File: config.mk
export PLATFORM = sky130hd
export DESIGN_NAME = decode_issue
export DESIGN_NICKNAME = d
export VERILOG_FILES = /design/src/rtl/decode_issue_pkg.sv /design/src/rtl/decode_regfile.sv /design/src/rtl/decode_issue.sv
export SDC_FILE = /design/constraint.sdc
export NUM_CORES = 1
export LEC_CHECK = 0
export CORE_MARGIN = 3
export CORE_UTILIZATION = 25
export CTS_BUF_LIST = sky130_fd_sc_hd__clkbuf_8
export DETAILED_ROUTE_END_ITERATION = 7
export SLEW_MARGIN = 20
export SYNTH_ARGS = -nofsm -noshare
export SYNTH_HDL_FRONTEND = slang
export SYNTH_SLANG_ARGS = --single-unit
File: constraint.sdc
create_clock -name iCLK -period 2.11 [get_ports iCLK]
set_input_delay 0.5275 -clock iCLK [delete_from_list [all_inputs] [get_ports iCLK]]
set_output_delay 0.5275 -clock iCLK [all_outputs]
set_load 0.02 [all_outputs]
File: src/rtl/decode_issue_pkg.sv
// Shared constants and types for the decode/issue stage: execute command
// encodings, instruction field positions, register-file geometry and the
// issue-slot record handed to execute.
package decode_issue_pkg;

    // Register file geometry and datapath width (must match execute).
    localparam int NREG   = 4;
    localparam int REG_AW = 2;
    localparam int DW     = 8;

    // Instruction word layout: [15]=IMM, [14:12]=op, [11:10]=rd, [9:8]=rs, [7:0]=imm8.
    localparam int INST_W        = 16;
    localparam int INST_IMM_BIT  = 15;
    localparam int INST_OP_MSB   = 14;
    localparam int INST_OP_LSB   = 12;
    localparam int INST_RD_MSB   = 11;
    localparam int INST_RD_LSB   = 10;
    localparam int INST_RS_MSB   = 9;
    localparam int INST_RS_LSB   = 8;
    localparam int INST_IMM8_MSB = 7;
    localparam int INST_IMM8_LSB = 0;

    // Execute command encodings. The low eight codes are the ALU ops straight
    // from the instruction; execute owns their meaning. NOP marks a bubble.
    typedef enum logic [3:0] {
        EXE_OP0 = 4'h0,
        EXE_OP1 = 4'h1,
        EXE_OP2 = 4'h2,
        EXE_OP3 = 4'h3,
        EXE_OP4 = 4'h4,
        EXE_OP5 = 4'h5,
        EXE_OP6 = 4'h6,
        EXE_OP7 = 4'h7,
        EXE_NOP = 4'hF
    } exe_cmd_e;

    // Decoded instruction fields.
    typedef struct packed {
        logic              imm;
        logic [2:0]        op;
        logic [REG_AW-1:0] rd;
        logic [REG_AW-1:0] rs;
        logic [DW-1:0]     imm8;
    } inst_t;

    // Contents of the issue slot presented to execute.
    typedef struct packed {
        exe_cmd_e          cmd;
        logic [DW-1:0]     src0;
        logic [DW-1:0]     src1;
        logic [REG_AW-1:0] dest;
        logic              valid;
    } issue_t;

    // An empty slot: used both at reset and whenever nothing is issued.
    localparam issue_t ISSUE_BUBBLE = '{
        cmd:   EXE_NOP,
        src0:  '0,
        src1:  '0,
        dest:  '0,
        valid: 1'b0
    };

    // Interlock sequencing: INTERLOCK marks the cycle after a hazard bubble.
    typedef enum logic {
        ST_ISSUE     = 1'b0,
        ST_INTERLOCK = 1'b1
    } state_e;

    // Split a raw instruction word into its fields.
    function automatic inst_t decode_fields(input logic [INST_W-1:0] word);
        inst_t f;
        f.imm  = word[INST_IMM_BIT];
        f.op   = word[INST_OP_MSB:INST_OP_LSB];
        f.rd   = word[INST_RD_MSB:INST_RD_LSB];
        f.rs   = word[INST_RS_MSB:INST_RS_LSB];
        f.imm8 = word[INST_IMM8_MSB:INST_IMM8_LSB];
        return f;
    endfunction

    // The command sent to execute is the ALU op with a zero top bit.
    function automatic exe_cmd_e op_to_cmd(input logic [2:0] op);
        return exe_cmd_e'({1'b0, op});
    endfunction

endpackage

File: src/rtl/decode_regfile.sv
// 4x8 architectural register file owned by the decode stage. One write port
// fed by writeback, three combinational read ports. A read of the address
// being written in the same cycle returns the incoming data (write-through).
module decode_regfile
    import decode_issue_pkg::*;
(
    input  logic              iCLK,
    input  logic              iRST,
    input  logic              wb_we_i,
    input  logic [REG_AW-1:0] wb_addr_i,
    input  logic [DW-1:0]     wb_data_i,
    input  logic [REG_AW-1:0] rd_addr_i,
    output logic [DW-1:0]     rd_data_o,
    input  logic [REG_AW-1:0] rs_addr_i,
    output logic [DW-1:0]     rs_data_o,
    input  logic [REG_AW-1:0] spare_addr_i,
    output logic [DW-1:0]     spare_data_o
);

    logic [DW-1:0] regs_q [NREG];

    // Register array: cleared on reset, written by writeback on the clock edge.
    // NOTE: this array is small and architecturally visible, so it is reset like
    // any other state; large RAM-style memories normally are not.
    always_ff @(posedge iCLK or posedge iRST) begin
        if (iRST) begin
            for (int i = 0; i < NREG; i++) begin
                regs_q[i] <= '0;
            end
        end else if (wb_we_i) begin
            regs_q[wb_addr_i] <= wb_data_i;
        end
    end

    // Read ports with write-through bypass of the word being written this cycle.
    always_comb begin
        rd_data_o    = (wb_we_i && (wb_addr_i == rd_addr_i))    ? wb_data_i : regs_q[rd_addr_i];
        rs_data_o    = (wb_we_i && (wb_addr_i == rs_addr_i))    ? wb_data_i : regs_q[rs_addr_i];
        spare_data_o = (wb_we_i && (wb_addr_i == spare_addr_i)) ? wb_data_i : regs_q[spare_addr_i];
    end

endmodule

File: src/rtl/decode_issue.sv
// Decode/issue stage feeding execute. Accepts instruction words from fetch,
// reads operands from the local register file, forwards execute's registered
// result, and interlocks for one cycle when the next instruction depends on
// the one currently sitting in the issue slot.
module decode_issue
    import decode_issue_pkg::*;
(
    input  logic              iCLK,
    input  logic              iRST,
    input  logic [INST_W-1:0] iINST,
    input  logic              iINST_VALID,
    output logic              oINST_READY,
    input  logic              iEXE_STALL,
    output logic [3:0]        oEXE_CMD,
    output logic [DW-1:0]     oSOURCE0,
    output logic [DW-1:0]     oSOURCE1,
    output logic [REG_AW-1:0] oDEST,
    output logic              oEXE_VALID,
    input  logic              iEX_VALID,
    input  logic [REG_AW-1:0] iEX_DEST,
    input  logic [DW-1:0]     iEX_RESULT,
    input  logic              iWB_WE,
    input  logic [REG_AW-1:0] iWB_ADDR,
    input  logic [DW-1:0]     iWB_DATA
);

    inst_t         inst;
    issue_t        issue_q, issue_d;
    state_e        state_q, state_d;
    logic [DW-1:0] rf_rd_data;
    logic [DW-1:0] rf_rs_data;
    logic [DW-1:0] unused_spare_data;
    logic [DW-1:0] src0_val;
    logic [DW-1:0] rs_val;
    logic [DW-1:0] src1_val;
    logic          hazard;
    logic          accept;

    assign inst = decode_fields(iINST);

    // The spare port is wired to the slot's destination so it is available for
    // a future consumer; this stage itself does not read it.
    decode_regfile u_regfile (
        .iCLK         (iCLK),
        .iRST         (iRST),
        .wb_we_i      (iWB_WE),
        .wb_addr_i    (iWB_ADDR),
        .wb_data_i    (iWB_DATA),
        .rd_addr_i    (inst.rd),
        .rd_data_o    (rf_rd_data),
        .rs_addr_i    (inst.rs),
        .rs_data_o    (rf_rs_data),
        .spare_addr_i (issue_q.dest),
        .spare_data_o (unused_spare_data)
    );

    // Execute's registered result outranks the register file (which already
    // carries the same-cycle writeback bypass) because it is the newer value.
    function automatic logic [DW-1:0] forward(
        input logic [REG_AW-1:0] addr,
        input logic [DW-1:0]     rf_val,
        input logic              ex_valid,
        input logic [REG_AW-1:0] ex_dest,
        input logic [DW-1:0]     ex_result
    );
        return (ex_valid && (ex_dest == addr)) ? ex_result : rf_val;
    endfunction

    // Operand selection: forwarded register values, immediate replaces rs.
    always_comb begin
        src0_val = forward(inst.rd, rf_rd_data, iEX_VALID, iEX_DEST, iEX_RESULT);
        rs_val   = forward(inst.rs, rf_rs_data, iEX_VALID, iEX_DEST, iEX_RESULT);
        src1_val = inst.imm ? inst.imm8 : rs_val;
    end

    // The slot's result only reaches iEX_RESULT one cycle after issue, so an
    // instruction reading that destination must wait a cycle. rs is only a
    // dependency when the immediate is not used.
    assign hazard = (state_q == ST_ISSUE) && issue_q.valid &&
                    ((issue_q.dest == inst.rd) ||
                     (!inst.imm && (issue_q.dest == inst.rs)));

    assign oINST_READY = !iRST && !iEXE_STALL && !hazard;
    assign accept      = iINST_VALID && oINST_READY;

    // Next slot contents and interlock state; a stall holds everything.
    // NOTE: every signal written here gets a default first, so no path leaves
    // it unassigned and no latch is inferred.
    always_comb begin
        issue_d = issue_q;
        state_d = state_q;
        if (!iEXE_STALL) begin
            if (accept) begin
                issue_d.cmd   = op_to_cmd(inst.op);
                issue_d.src0  = src0_val;
                issue_d.src1  = src1_val;
                issue_d.dest  = inst.rd;
                issue_d.valid = 1'b1;
                state_d       = ST_ISSUE;
            end else begin
                issue_d = ISSUE_BUBBLE;
                state_d = (iINST_VALID && hazard) ? ST_INTERLOCK : ST_ISSUE;
            end
        end
    end

    // Issue slot and interlock state registers; reset empties the slot and
    // drops any pending interlock.
    // NOTE: state is updated with non-blocking assignments so every flop
    // samples the pre-edge values regardless of block evaluation order.
    always_ff @(posedge iCLK or posedge iRST) begin
        if (iRST) begin
            issue_q <= ISSUE_BUBBLE;
            state_q <= ST_ISSUE;
        end else begin
            issue_q <= issue_d;
            state_q <= state_d;
        end
    end

    assign oEXE_CMD   = issue_q.cmd;
    assign oSOURCE0   = issue_q.src0;
    assign oSOURCE1   = issue_q.src1;
    assign oDEST      = issue_q.dest;
    assign oEXE_VALID = issue_q.valid;

endmodule

**After elaboration in Yosys (flattened, before gate mapping)**

Index checks and enable logic that the tools add are counted.

- Bits in registers: 56
- Output and inout port bits: 24
- Word-level logic and storage cells: 58
- Bits of input ports: 42

- Reductions and logical operators: 17
- Magnitude comparators: 4
- Equality and inequality tests: 6
- Bitwise logic cells: 4
- Multiplexer cells: 17

Operator list:

| operator | number |
|---|---|
| 8-bit two-way mux | 10 |
| 8-bit binary-select mux with 2-bit select | 2 |
| 32-bit bitwise mux | 1 |
| 23-bit two-way mux | 1 |
| 8-bit demux with 2-bit select | 1 |
| 2-bit == test | 6 |
| 1-bit logical AND | 12 |
| 3-bit >= comparator, second input constant | 3 |
| 2-bit inverter with 3-bit output | 3 |
| 1-bit logical NOT | 4 |
| 3-bit by 1-bit < comparator with 1-bit output, second input constant | 1 |
| 1-bit two-way mux | 2 |
| 1-bit logical OR | 1 |
| 1-bit inverter | 1 |

**Depth between registers and ports, before layout**

Gate-level depths: netlist of the first run.

- Depth after elaboration: 8
- Depth in mapped cells: 6
- Depth with buffers taken out: 4

**Hierarchy**

Synthesis of the first run repeated with hierarchy kept, for this count alone.

- Cell total of the unflattened synthesis: 284
- Area total of the unflattened synthesis: 3797.4 µm²

Modules (own cells, without submodules):

| module | times used | area an instance (µm²) | cells each | sequential area each (µm²) |
|---|---|---|---|---|
| decode_regfile | 1 | 2363.5 | 135 | 800.8 |
| decode_issue | 1 | 1433.9 | 149 | 605.6 |

**Worst setup path before layout of the first run**

Ideal clock, no wire load.

- Path kind: input-to-reg
- From: input iRST
- To: register issue_q, in the netlist oSOURCE1[0]
- Cell stages on the path: 4
- Library setup time: 0.095 ns
- Setup slack: -0.495 ns
- Arrival: 2.510 ns
- Path buffers: 1
- Cells stage by stage: inv_1 nand4_2 buf_2 o31ai_1

- Word-level cells in the longest chain between the ends: 5

RTL lines:

| item | RTL line | source |
|---|---|---|
| start: declaration | decode_issue.sv:9 | `input logic iRST,` |
| 1-bit logical NOT (no source line) | -- |  |
| 1-bit logical AND (2 in series) | decode_issue.sv:83 | `assign oINST_READY = !iRST && !iEXE_STALL && !hazard;` |
| 1-bit logical AND | decode_issue.sv:84 | `assign accept = iINST_VALID && oINST_READY;` |
| 23-bit two-way mux | decode_issue.sv:93 | `if (accept) begin` |
| end signal: assignment | decode_issue.sv:116 | `issue_q <= issue_d;` |
| end: declaration | decode_issue.sv:28 | `issue_t issue_q, issue_d;` |

Every way passes these cells.
A chain may end at the register's enable or synchronous reset.

**Worst setup path after layout of the first run**

- From: register state_q
- To: output oINST_READY

- Word-level cells in the longest chain between the ends: 5

RTL lines:

| item | RTL line | source |
|---|---|---|
| start: declaration | decode_issue.sv:29 | `state_e state_q, state_d;` |
| start signal: assignment | decode_issue.sv:117 | `state_q <= state_d;` |
| 1-bit inverter | decode_issue.sv:79 | `assign hazard = (state_q == ST_ISSUE) && issue_q.valid &&` |
| 1-bit logical AND (2 in series) | decode_issue.sv:79 |  |
| 1-bit logical NOT | decode_issue.sv:83 |  |
| 1-bit logical AND | decode_issue.sv:83 |  |
| end: declaration | decode_issue.sv:12 | `output logic oINST_READY,` |

Every way passes these cells.

==> results of run 1 <==
cell usage after synthesis, drive strengths merged, types with 5 or more instances:
master,n,share of area [%]
dfrtp,52,42
mux2,32,12
nand2,21,2.5
o31ai,17,4.3
a211oi,16,3.9
mux4,16,12
o31a,16,4.5
xor2,10,3.3
buf,9,2.1
inv,9,1.1
nor2,8,0.97
o22ai,7,1.4
clkbuf,5,0.64
worst reg2reg max path: cells and delay by family, from the launching register on:
family                    cells  cell delay (ns)
buffers and inverters         9             1.11
AOI/OAI and AO/OA             1             0.17
and+or+nand+nor               2             0.21
xor gates and xnor gates      1             0.14
DFF                           1             0.41
final timing paths:
kind | end | from | depth (start not counted)
min | oEXE_CMD[0] | oEXE_CMD[0] | 2
min reg2reg | oEXE_CMD[0] | oEXE_CMD[0] | 2
max | oINST_READY | state_q | 5
max in group asynchronous | u_regfile.regs_q[18] | iRST | 4
max reg2reg | state_q | oDEST[1] | 13
min in group asynchronous | state_q | iRST | 4
layer usage:
layer | GRT usage [%] | up-vias | part of all wire [%]
li1 | - | 1160 | -
met1 | 16.2 | 1217 | 45
met2 | 19.9 | 71 | 48
met3 | 2.89 | 6 | 5.6
met4 | 3.30 | 0 | 1.0
met5 | 0 | - | 0
through the flow:
step           cell area, um^2  setup WS, ns  utilization (%)
4_1_cts                   4310       -0.0956             35.7
5_1_grt                   4350        -0.140             36.1
3_5_place_dp              4150        -0.691             34.4
2_1_floorplan             3110        0.0368                -
3_3_place_gp              4150        -0.689             34.4
6_report                  4350       -0.0833             36.1
kinds of logic (layout without fill, tap and decap cells):
kind of cell           after synthesis  in the layout  share of synthesized area, %
XOR/XNOR                            12             12                          3.87
flip-flops                          56             56                          45.3
buffers and inverters               24            125                          3.99
multiplexers                        49             49                          23.5
AND/OR/NAND/NOR                     45             45                          7.50
AO/OA/AOI/OAI                       63             63                          15.8
flip-flops by register name (all words and copies together) (netlist names):
signal	cells
oSOURCE0	8
oDEST	2
oEXE_CMD	4
state_q	1
oEXE_VALID	1
u_regfile.regs_q	32
oSOURCE1	8
final cells by class:
type,instances,area [um^2],share of cell area (%)
clock buffer,5,68.8,1.58
clock inverter,3,27.5,0.633
inverter,10,41.3,0.949
multi-input combinational,169,1610,37.0
sequential,56,1410,32.4
tap,168,210,4.83
timing repair buffer,107,985,22.6
placed cells by master (no fill, tap or decap), types with 3 or more instances in the layout:
master,n
sky130_fd_sc_hd__nor3_2,3
sky130_fd_sc_hd__xor2_1,8
sky130_fd_sc_hd__buf_4,41
sky130_fd_sc_hd__inv_1,7
sky130_fd_sc_hd__dlygate4sd2_1,4
sky130_fd_sc_hd__nor2_1,8
sky130_fd_sc_hd__dfstp_2,4
sky130_fd_sc_hd__a211oi_1,16
sky130_fd_sc_hd__mux2_2,32
sky130_fd_sc_hd__dfrtp_1,51
sky130_fd_sc_hd__clkbuf_8,5
sky130_fd_sc_hd__o22ai_1,7
sky130_fd_sc_hd__nand2_1,20
sky130_fd_sc_hd__a2bb2oi_1,3
sky130_fd_sc_hd__clkdlybuf4s50_1,59
sky130_fd_sc_hd__o31ai_1,16
sky130_fd_sc_hd__o31a_1,16
sky130_fd_sc_hd__mux4_2,16
power by group through the flow:
stage / Clock (W) / Sequential, W / Combinational (W)
final: 0.000641 / 0.00133 / 0.000878
after global routing: 0.000704 / 0.00136 / 0.000950
after CTS: 0.000667 / 0.00133 / 0.000875
after detailed placement: 0 / 0.00135 / 0.000859
after global placement: 0 / 0.00134 / 0.000843
after floorplan: 0 / 0.00137 / 0.000493
what timing repair did:
item                                    CTS  global route
endpoints found under the setup margin   10             9
gates resized for setup                  15             5
cloned                                    0             0
pin swaps                                 3             3
setup buffers                             8             2
==> impl_metrics.ini, run 1 <==
[detailed_routing]
postRouteWirelength_um = 8250
drt-vias-per-instance = 4.74
detail-route-antenna-nets = 0
vias = 2454
drt_pre_antenna_iters = 4
number_of_drc_violations_after_detailed_routing = 0
detail_route.wl_per_cell_um = 15.9
drt_first_iter_violations = 206

[worst_setup_path]
worst-path-max-fanout = 2
timing.critical_path.arrival_ns = 1.67
cp_data_required_time_ns = 1.58
start_kind = flip-flop
cp_num_buf_inv = 1
cpMaxStageDelayCell = sky130_fd_sc_hd__or4_4
cpPeakStageDelay_ns = 0.52
critical_path_class = flip-flop to output port
cp-end-kind = output port
crit_chain = nand2b_4 > or4_4 > nand2_2 > nor3_2 > buf_4
crit_family = simple AND/OR/NAND/NOR gates
r2r_setup_slack_ns = -0.02

[timing]
final_critical_path_setup_slack_ns = -0.0833
fin_worst_hold_slack_ns = 0.464
timing.final.max_slew_violations = 0
fin_skew_ns = 0.0103
achievable-frequency_mhz = 456
final_min_period_over_clock_period_pct = 104
final-hold-violation-count = 0
timing.final.crit_period_ns = 2.19
setup_repair_after_global_routing_missed_its_margin = true
worst-slew-pin-transition_ns = 0.740
fin_setup_tns_ns = -0.101
setup_viol = 2
maxSlewHeadroom_pct = 50.6

[job]
maxCapViolations = 0

[status]
violated_checks = setup timing
outcome = complete, but fails checks

[pwr]
p_per_area_nw_per_um2 = 656
p_leak_nw = 1.77
internal_power_w = 0.00198
power_w = 0.00285
seq_power_share_pct = 46.8
ir_drop_uv = 241
pwr-share-comb_pct = 30.8
power.share.switching_pct = 30.5
total_switching_power_w = 0.000871
clkPwrFrac_pct = 22.5

[placement]
gp_routability_congestion = 0.887
place_hpwl_um = 6100
placement.io_buffers = 65
placed_cells_incl_taps = 500

[clock_tree]
clkTransAtPathRegs_ns = 0.10
cts_hold_buf = 0
insertion_delay_ns = 0.33
max-clock-path-buffers = 2
tritoncts.num_buffers = 5
cts_max_level = 2
ctsRootBufferMaster = sky130_fd_sc_hd__clkbuf_8
cts_tree = yes
tritoncts_num_sinks = 56

[global_routing]
grt_pass1_wl_um = 13800
grt_usage_pct = 12.2
maximum_number_of_pins_on_one_net_before_global_route_repair = 57
overflow = 0
initial_antenna_violation_count = 0
via_count_of_the_first_global_routing_pass = 2571

[final_layout]
n_fill_cell = 1176
antennaDiodeCount = 0
final-instance-count-excl-fill = 518
layout.nets = 391
synthesis_to_finish_area_growth_pct = 40.2
drive_above_1_share_pct = 34.0

[synthesis]
synth_fp_nets = 291
mappedNetlistArea_um2 = 3100
post_synth_inst_count = 249
synth.avg_cell_area_um2 = 12.5
synth-warning-count = 0
postSynthRegisterBits = 56
seq_area_frac_synth_pct = 45.3
synth-edff-count = 0
async_reset_ff_share_pct = 100
synth_cell_types = 38
top_reg_cell_synth = sky130_fd_sc_hd__dfrtp_1

[die]
die_footprint_um2 = 13800
std_cell_rows = 40
start_util_pct = 25.7
io-pin-count = 66
die_wd_um = 117
dieHeight_um = 117
core_area_um2 = 12100

[min_path]
worst_hold_path_type = flip-flop to flip-flop
(Power assumes the default switching activity.)
==> run 2: changes to the inputs <==
==> constraint.sdc (replaced) <==
create_clock -name iCLK -period 2.11 [get_ports iCLK]
set_input_delay 0.3165 -clock iCLK [delete_from_list [all_inputs] [get_ports iCLK]]
set_output_delay 0.3165 -clock iCLK [all_outputs]
set_load 0.02 [all_outputs]
==> run 2 against run 1 <==
  * The run now ends clean
  * Fmax rose by 8.9%
  * Flip-flop and latch count stayed put
  * Worst setup slack improved by 0.18 ns
  * Non-clock buffer count fell by 20
  * Clock power is 2% lower
  * Combinational power shrank 4.9%
  * First-iteration DRC count down 23%
  * Hold slack about the same
  * Routed wire length decreased by 3.9%
  * Critical path type unchanged
  * Largest cell class unchanged
  * Largest power group unchanged
==> impl_metrics.ini, run 2 (same netlist as run 1, synthesis figures left out) <==
[global_routing]
overflow = 0
maximum_number_of_pins_on_one_net_before_global_route_repair = 57
grt_pass1_wl_um = 13400
via_count_of_the_first_global_routing_pass = 2438
initial_antenna_violation_count = 0
grt_usage_pct = 11.7

[clock_tree]
ctsRootBufferMaster = sky130_fd_sc_hd__clkbuf_8
insertion_delay_ns = 0.32
cts_tree = yes
clkTransAtPathRegs_ns = 0.11
tritoncts.num_buffers = 5
max-clock-path-buffers = 2
cts_max_level = 2
post_cts.repair.setup_buffers = 0
tritoncts_num_sinks = 56

[pwr]
ir_drop_uv = 233
p_leak_nw = 1.65
p_per_area_nw_per_um2 = 672
power_w = 0.00279

[timing]
setup_repair_after_global_routing_missed_its_margin = false
maxSlewHeadroom_pct = 53.0
achievable-frequency_mhz = 497
timing.final.crit_period_ns = 2.01
fin_worst_hold_slack_ns = 0.464
fin_setup_tns_ns = 0
timing.final.max_slew_violations = 0
final-hold-violation-count = 0
setup_viol = 0
final_min_period_over_clock_period_pct = 95.4
worst-slew-pin-transition_ns = 0.704
final_critical_path_setup_slack_ns = 0.0967
fin_skew_ns = 0.00586

[die]
die_footprint_um2 = 13800
std_cell_rows = 40
io-pin-count = 66
core_area_um2 = 12100
start_util_pct = 25.7
die_wd_um = 117
dieHeight_um = 117

[detailed_routing]
vias = 2362
postRouteWirelength_um = 7930
drt_pre_antenna_iters = 4
drt-vias-per-instance = 4.74
drt_first_iter_violations = 158
detail-route-antenna-nets = 0
number_of_drc_violations_after_detailed_routing = 0
detail_route.wl_per_cell_um = 15.9

[final_layout]
layout.core_utilization_pct = 34.5
n_fill_cell = 1176
layout.cells.most_common = sky130_fd_sc_hd__clkdlybuf4s50_1
drive_above_1_share_pct = 28.2
layout.nets = 371
synthesis_to_finish_area_growth_pct = 34.0
largest_register_ff_count = 32
multi_input_area_um2 = 1580
register_area_um2 = 1410
most_used_cells_in_the_layout_excluding_fill_and_tap_cells = sky130_fd_sc_hd__clkdlybuf4s50_1, sky130_fd_sc_hd__dfrtp_1, sky130_fd_sc_hd__mux2_2
antennaDiodeCount = 0
largest_register = u_regfile.regs_q

[placement]
gp_routability_congestion = 0.850
place_hpwl_um = 6010
placement.io_buffers = 65
dp_worst_setup_slack_ns = -0.265

[worst_setup_path]
reg2reg_depth = 6
r2r-start = state_q
crit-reg2reg-capture = oEXE_CMD[3]
crit_chain = nand2b_1 > or4_4 > nand2_1 > nor3_1 > buf_2
r2r_setup_slack_ns = 0.35
cp-end-kind = output port
worst-path-max-fanout = 2
cp_data_required_time_ns = 1.79
cpPeakStageDelay_ns = 0.52
critical_path.startpoint = state_q
cpMaxStageDelayCell = sky130_fd_sc_hd__or4_4
start_kind = flip-flop
timing.critical_path.arrival_ns = 1.70
critical_path_class = flip-flop to output port

[min_path]
whs_path_depth = 2
whs_endpoint = oEXE_CMD[0]
worst_hold_path_type = flip-flop to flip-flop
min-delay-start = oEXE_CMD[0]

[job]
maxCapViolations = 0

[status]
outcome = finished clean
[run 2: layer usage]
metal	wire length [um]	up-vias	track usage, %
met5	0	-	0
met4	76	0	2.64
met3	339	6	2.17
met2	3850	59	19.5
met1	3670	1183	15.8
li1	-	1114	-
[run 2: worst max path at each step]
stage / end / slack, ns / depth (start not counted)
6_report: oINST_READY / 0.1 / 5
4_1_cts: oINST_READY / 0.09 / 5
3_5_place_dp: oINST_READY / -0.27 / 6
3_3_place_gp: oINST_READY / -0.26 / 6
5_1_grt: oINST_READY / 0.02 / 5
2_1_floorplan: oSOURCE0[0] / 0.25 / 4
[run 2: report_power, final]
part / total, W / switching, W / internal, W
logic: 0.000835 / 0.000359 / 0.000476
registers: 0.00133 / 0.000101 / 0.00123
clock network: 0.000626 / 0.000382 / 0.000245
total: 0.00279 / 0.000842 / 0.00195
[run 2: cell type report]
cell class	instances	area share, %
clock buffer	5	1.66
clock inverter	3	0.662
inverter	10	0.993
multi-input combinational	169	38.0
sequential	56	33.8
tap	168	5.06
timing repair buffer	87	19.8
[run 2: timing repair]
| action | CTS | global route |
|---|---|---|
| setup endpoints to repair | 1 | 3 |
| gates cloned | 0 | 0 |
| gates resized for setup | 5 | 1 |
| hold buffers | 0 | 0 |
[run 2: critical path, delay by kind of cell, from the launching register on]
family / cells / cell delay, ns
AND/OR/NAND/NOR: 4 / 0.84
buffers and inverters: 1 / 0.15
flip-flops: 1 / 0.39
[run 2: through the flow]
| step | instance area, um^2 | instances |
|---|---|---|
| finish | 4160 | 498 |
| global route | 4160 | 498 |
| CTS | 4150 | 498 |
| detailed placement | 4060 | 490 |
| global placement | 4060 | 490 |
| floorplan | 3110 | 249 |
==> run 3: changes to the inputs <==
--- a/config.mk
+++ b/config.mk
@@ -9,6 +9,7 @@
 export CORE_UTILIZATION = 25
 export CTS_BUF_LIST = sky130_fd_sc_hd__clkbuf_8
 export DETAILED_ROUTE_END_ITERATION = 7
+export RECOVER_POWER = 100
 export SLEW_MARGIN = 20
 export SYNTH_ARGS = -nofsm -noshare
 export SYNTH_HDL_FRONTEND = slang
==> run 3 against run 2 <==
  * Largest power group unchanged
  * Highest routed layer unchanged
  * First-iteration DRC count shrank 12%
  * Critical endpoint unchanged
  * Sequential power hardly changed
  * Clock-buffer cell count stayed put
==> impl_metrics.ini, run 3 (same netlist as run 1, synthesis figures left out) <==
[placement]
gp_routability_congestion = 0.850
area_after_detailed_placement_um2 = 4060
placement.io_buffers = 65
place_hpwl_um = 6010

[timing]
final-hold-violation-count = 0
achievable-frequency_mhz = 499
worst-slew-pin-transition_ns = 1.36
setup_repair_after_global_routing_missed_its_margin = false
timing.final.max_slew_violations = 0
timing.final.crit_period_ns = 2.00
fin_setup_tns_ns = 0
maxSlewHeadroom_pct = 9.31
final_min_period_over_clock_period_pct = 94.9
setup_viol = 0
fin_skew_ns = 0.00584

[worst_setup_path]
critical_path_class = flip-flop to output port
r2r-start = state_q
reg2reg_depth = 6
worst-path-max-fanout = 2
timing.critical_path.arrival_ns = 1.69
critical_path.startpoint = state_q
cp_data_required_time_ns = 1.79
cp-end-kind = output port
start_kind = flip-flop

[detailed_routing]
drt-vias-per-instance = 4.77
vias = 2373
drt_first_iter_violations = 139
postRouteWirelength_um = 7920
drt_pre_antenna_iters = 4
detail_route.wl_per_cell_um = 15.9
number_of_drc_violations_after_detailed_routing = 0
detail-route-antenna-nets = 0

[clock_tree]
tritoncts.num_buffers = 5
max-clock-path-buffers = 2
clkTransAtPathRegs_ns = 0.11
tritoncts_num_sinks = 56
cts_max_level = 2
ctsRootBufferMaster = sky130_fd_sc_hd__clkbuf_8
cts_hold_buf = 0
post_cts.repair.setup_buffers = 0
cts_tree = yes
insertion_delay_ns = 0.32

[min_path]
worst_hold_path_type = flip-flop to flip-flop
whs_path_depth = 2
min-delay-start = oEXE_CMD[0]

[die]
die_footprint_um2 = 13800
std_cell_rows = 40
core_area_um2 = 12100
start_util_pct = 25.7
dieHeight_um = 117
io-pin-count = 66
die_wd_um = 117

[global_routing]
grt_usage_pct = 11.7
grt_pass1_wl_um = 13400
via_count_of_the_first_global_routing_pass = 2438
maximum_number_of_pins_on_one_net_before_global_route_repair = 57
overflow = 0
initial_antenna_violation_count = 0

[final_layout]
layout.nets = 371
synthesis_to_finish_area_growth_pct = 33.1
layout.cells.most_common = sky130_fd_sc_hd__dfrtp_1
largest_register = u_regfile.regs_q
drive_above_1_share_pct = 26.4
largest_register_ff_count = 32
most_used_cells_in_the_layout_excluding_fill_and_tap_cells = sky130_fd_sc_hd__dfrtp_1, sky130_fd_sc_hd__clkdlybuf4s50_1, sky130_fd_sc_hd__mux2_2
antennaDiodeCount = 0
finish.instance_area_um2 = 4130

[pwr]
p_per_area_nw_per_um2 = 672
p_leak_nw = 1.68
ir_drop_uv = 232

[job]
maxCapViolations = 0

[status]
outcome = finished clean
run 3: cell types whose count changed in the layout (fill, tap and decap cells not counted), sizes merged:
cell and delta:
clkbuf +6, clkdlybuf4s50 -25, dlygate4sd3 +25, buf -6
run 3: per-stage QoR:
step           worst slack [ns]  cells  hold WS (ns)  total power (W)  utilization [%]
2_1_floorplan             0.248    249         0.403          0.00186                -
3_3_place_gp             -0.261    490         0.448          0.00216             33.7
3_5_place_dp             -0.265    490         0.452          0.00219             33.7
4_1_cts                  0.0865    498         0.467          0.00283             34.4
5_1_grt                  0.0173    498         0.498          0.00294             34.2
6_report                  0.107    498         0.464          0.00277             34.2
run 3: critical path, stage by stage (launching register included):
cell and delay, ns:
sky130_fd_sc_hd__dfrtp_1 0.39, sky130_fd_sc_hd__nand2b_1 0.17, sky130_fd_sc_hd__or4_4 0.52, sky130_fd_sc_hd__nand2_1 0.10
sky130_fd_sc_hd__nor3_1 0.05, sky130_fd_sc_hd__buf_2 0.15
run 3: what timing repair did:
action / in CTS / in global routing
setup endpoints to repair: 1 / 3
pin swaps: 0 / 0
gates resized for setup: 5 / 1
gates cloned: 0 / 0
run 3: per-layer routing:
metal	routed length, um	GRT usage, %	vias to the layer above
li1	-	-	1115
met1	3590	15.8	1188
met2	3860	19.5	64
met3	394	2.17	6
met4	76	2.64	0
met5	0	0	-
run 3: path summary, 6_finish.rpt:
check	end	slack, ns
worst max-delay path	oINST_READY	0.11
worst min-delay path	oEXE_CMD[0]	0.46
worst max register to register	oEXE_CMD[3]	0.32
worst min register to register	oEXE_CMD[0]	0.46
max in group asynchronous	oSOURCE1[1]	0.43
min in group asynchronous	oEXE_VALID	0.86
run 3: report_power, final:
part | switching, W | total, W | leakage (nW) | internal, W
clock network | 0.000384 | 0.000629 | 0.0463 | 0.000245
logic | 0.000358 | 0.000816 | 0.947 | 0.000458
registers | 0.0000988 | 0.00133 | 0.691 | 0.00123
total | 0.000841 | 0.00277 | 1.68 | 0.00193
run 3: layout make-up:
| class | instances | area, um^2 |
|---|---|---|
| repair buffers | 87 | 807 |
| clock inverters | 3 | 27.5 |
| well taps | 168 | 210 |
| multi-input cells | 169 | 1570 |
| inverters | 10 | 41.3 |
| flip-flops and latches | 56 | 1410 |
| fillers | 1179 | 7930 |
| clock buffers | 5 | 68.8 |
==> edit: new RTL, flow settings as in run 1 <==
Reset style: synchronous (`iRST`), changed in 2 clocked blocks.
--- a/src/rtl/decode_regfile.sv
+++ b/src/rtl/decode_regfile.sv
@@ -23,5 +23,5 @@
     // NOTE: this array is small and architecturally visible, so it is reset like
     // any other state; large RAM-style memories normally are not.
-    always_ff @(posedge iCLK or posedge iRST) begin
+    always_ff @(posedge iCLK) begin
         if (iRST) begin
             for (int i = 0; i < NREG; i++) begin
--- a/src/rtl/decode_issue.sv
+++ b/src/rtl/decode_issue.sv
@@ -109,5 +109,5 @@
     // NOTE: state is updated with non-blocking assignments so every flop
     // samples the pre-edge values regardless of block evaluation order.
-    always_ff @(posedge iCLK or posedge iRST) begin
+    always_ff @(posedge iCLK) begin
         if (iRST) begin
             issue_q <= ISSUE_BUBBLE;
Behaviour: differs if iRST is asserted again (counterexample within 4 cycles, from zero or initial values and one cycle with iRST high); with iRST held inactive, the same outputs for 4 cycles.
==> edit against run 1 <==
The flow still finishes with violations (setup timing). Total power decreased by 15%. Setup slack got worse by 0.097 ns. Sequential cell count did not move. Sequential power is 5% lower. Area after synthesis shrank 2.3%. Non-clock buffer count fell by 10. Via count down 6.4%. Routed wire length decreased by 7.8%. Final area down 4.0%. Critical path type is now in2out. Largest cell class unchanged. Largest power group unchanged.
==> edit: results (changes against run 1) <==
[min_path]
min_to=state_q  ; was oEXE_CMD[0]
hold_path_startpoint=state_q  ; was oEXE_CMD[0]

[cells_and_area]
nFillCells=1172  ; was 1176
clkCellAreaFrac_pct=2.336  ; was 2.215%
drive_gt1_share_pct=19.08  ; was 34.00%
inverters=1  ; was 10
fin_nets=387  ; was 391
ff_latch_area_mm2=0.001445  ; was 0.001408 mm2
layout.nonclk_buf_share_pct=21.92  ; was 22.63%

[critical_path]
path_delay_family=buffers and inverters  ; was simple AND/OR/NAND/NOR gates
worstRegToRegCells=6  ; was 13
worstReg2RegEnd=state_q  ; unchanged
rr_startpoint=oDEST[0]  ; was oDEST[1]
crit_path_max_incr_delay_ns=0.46  ; was 0.52 ns
arrival_ns=1.76  ; was 1.67 ns
cp_slowest_cell=clkdlybuf4s50_1  ; was or4_4
rrSetupSlack_ns=0.32  ; was -0.02 ns

[clocking]
post_cts_buffers=0  ; was 8

[sta]
layout_setup_ws_ns=-0.1800  ; was -0.08333 ns
holdWs_ns=0.4750  ; was 0.4645 ns
tns_ns=-0.1800  ; was -0.1006 ns
setup_violations=1  ; was 2
tightest_slew_ns=0.6521  ; was 0.7405 ns

[run_status]
violations=setup timing  ; unchanged
status=complete, but fails checks  ; unchanged

[power]
p_sw_share_pct=27.39  ; was 30.52%
vdd_drop_max_uv=269.8  ; was 241.3 uV
p_leak_nw=1.635  ; was 1.768 nW

[place]
place.gp.congestion=0.7396  ; was 0.8870
dp_hpwl_um=6245  ; was 6104 um
dp.cells=480  ; was 500

[global_routing]
grt_pass1_wl_um=12500  ; was 13790 um

[detailed_routing]
vias=2298  ; was 2454
viasPerCell=4.699  ; was 4.737
ant_nets=0  ; unchanged
drt-total-wl_um=7602  ; was 8249 um

[logic_synthesis]
synthFlopType=edfxtp_1  ; was dfrtp_1
yosys-top-cells-count=and2_1 (32), edfxtp_1 (32), dfxtp_1 (24)  ; was dfrtp_1 (52), mux2_2 (32), nand2_1 (21)
yosysSeqAreaShare_pct=47.54  ; was 45.32%
yosysUniqueCellTypes=34  ; was 38
synth_area_leaders=edfxtp_1 (32%), dfxtp_1 (16%), mux4_1 (6.9%)  ; was dfrtp_1 (42%), mux2_2 (12%), mux4_2 (12%)
syn_avg_cell_area_um2=11.84  ; was 12.46 um2
synth_edf_count=32  ; was 0

-- edit: power by group through the flow --
stage               clock (mW)  combinational [mW]  sequential (mW)
CTS                      0.671               0.532             1.26
global route             0.709               0.576             1.27
detailed placement           0               0.530             1.28
floorplan                    0               0.258             1.30
finish                   0.646               0.527             1.26
global placement             0               0.522             1.28
-- edit: how the worst max path moves through the flow --
stage / start / endpoint / slack (ns) / cells past startpoint
3_3_place_gp: iINST[9] / oINST_READY / -0.95 / 6
2_1_floorplan: iINST[8] / oINST_READY / 0.009 / 5
6_report: iINST[11] / oINST_READY / -0.18 / 5
5_1_grt: iINST[11] / oINST_READY / -0.24 / 5
4_1_cts: state_q / oINST_READY / -0.18 / 5
3_5_place_dp: iINST[9] / oINST_READY / -0.95 / 6
-- edit: stage by stage --
stage          utilization (%)  instance area (um2)  worst slack, ns
2_1_floorplan                -                 3037         0.009344
3_3_place_gp             34.95                 4059          -0.9541
3_5_place_dp             34.95                 4059          -0.9521
4_1_cts                  35.80                 4158          -0.1790
5_1_grt                  35.97                 4178          -0.2398
6_report                 35.97                 4178          -0.1800
-- edit: cells by family after synthesis --
logic type / Yosys count / synth area share [%]
simple gates: 97 / 17.62
flops: 56 / 47.54
compound gates: 51 / 13.17
mux: 24 / 15.52
buf+inv: 16 / 2.682
xor+xnor: 12 / 3.467
-- edit: routing by layer --
metal / GRT usage (%) / vias up / wire length [um] / share of wire [%]
li1: - / 1158 / - / -
met1: 14.99 / 1071 / 3538 / 47
met2: 19.49 / 62 / 3549 / 47
met3: 3.316 / 7 / 452 / 5.9
met4: 3.016 / 0 / 62 / 0.82
met5: 0 / - / 0 / 0
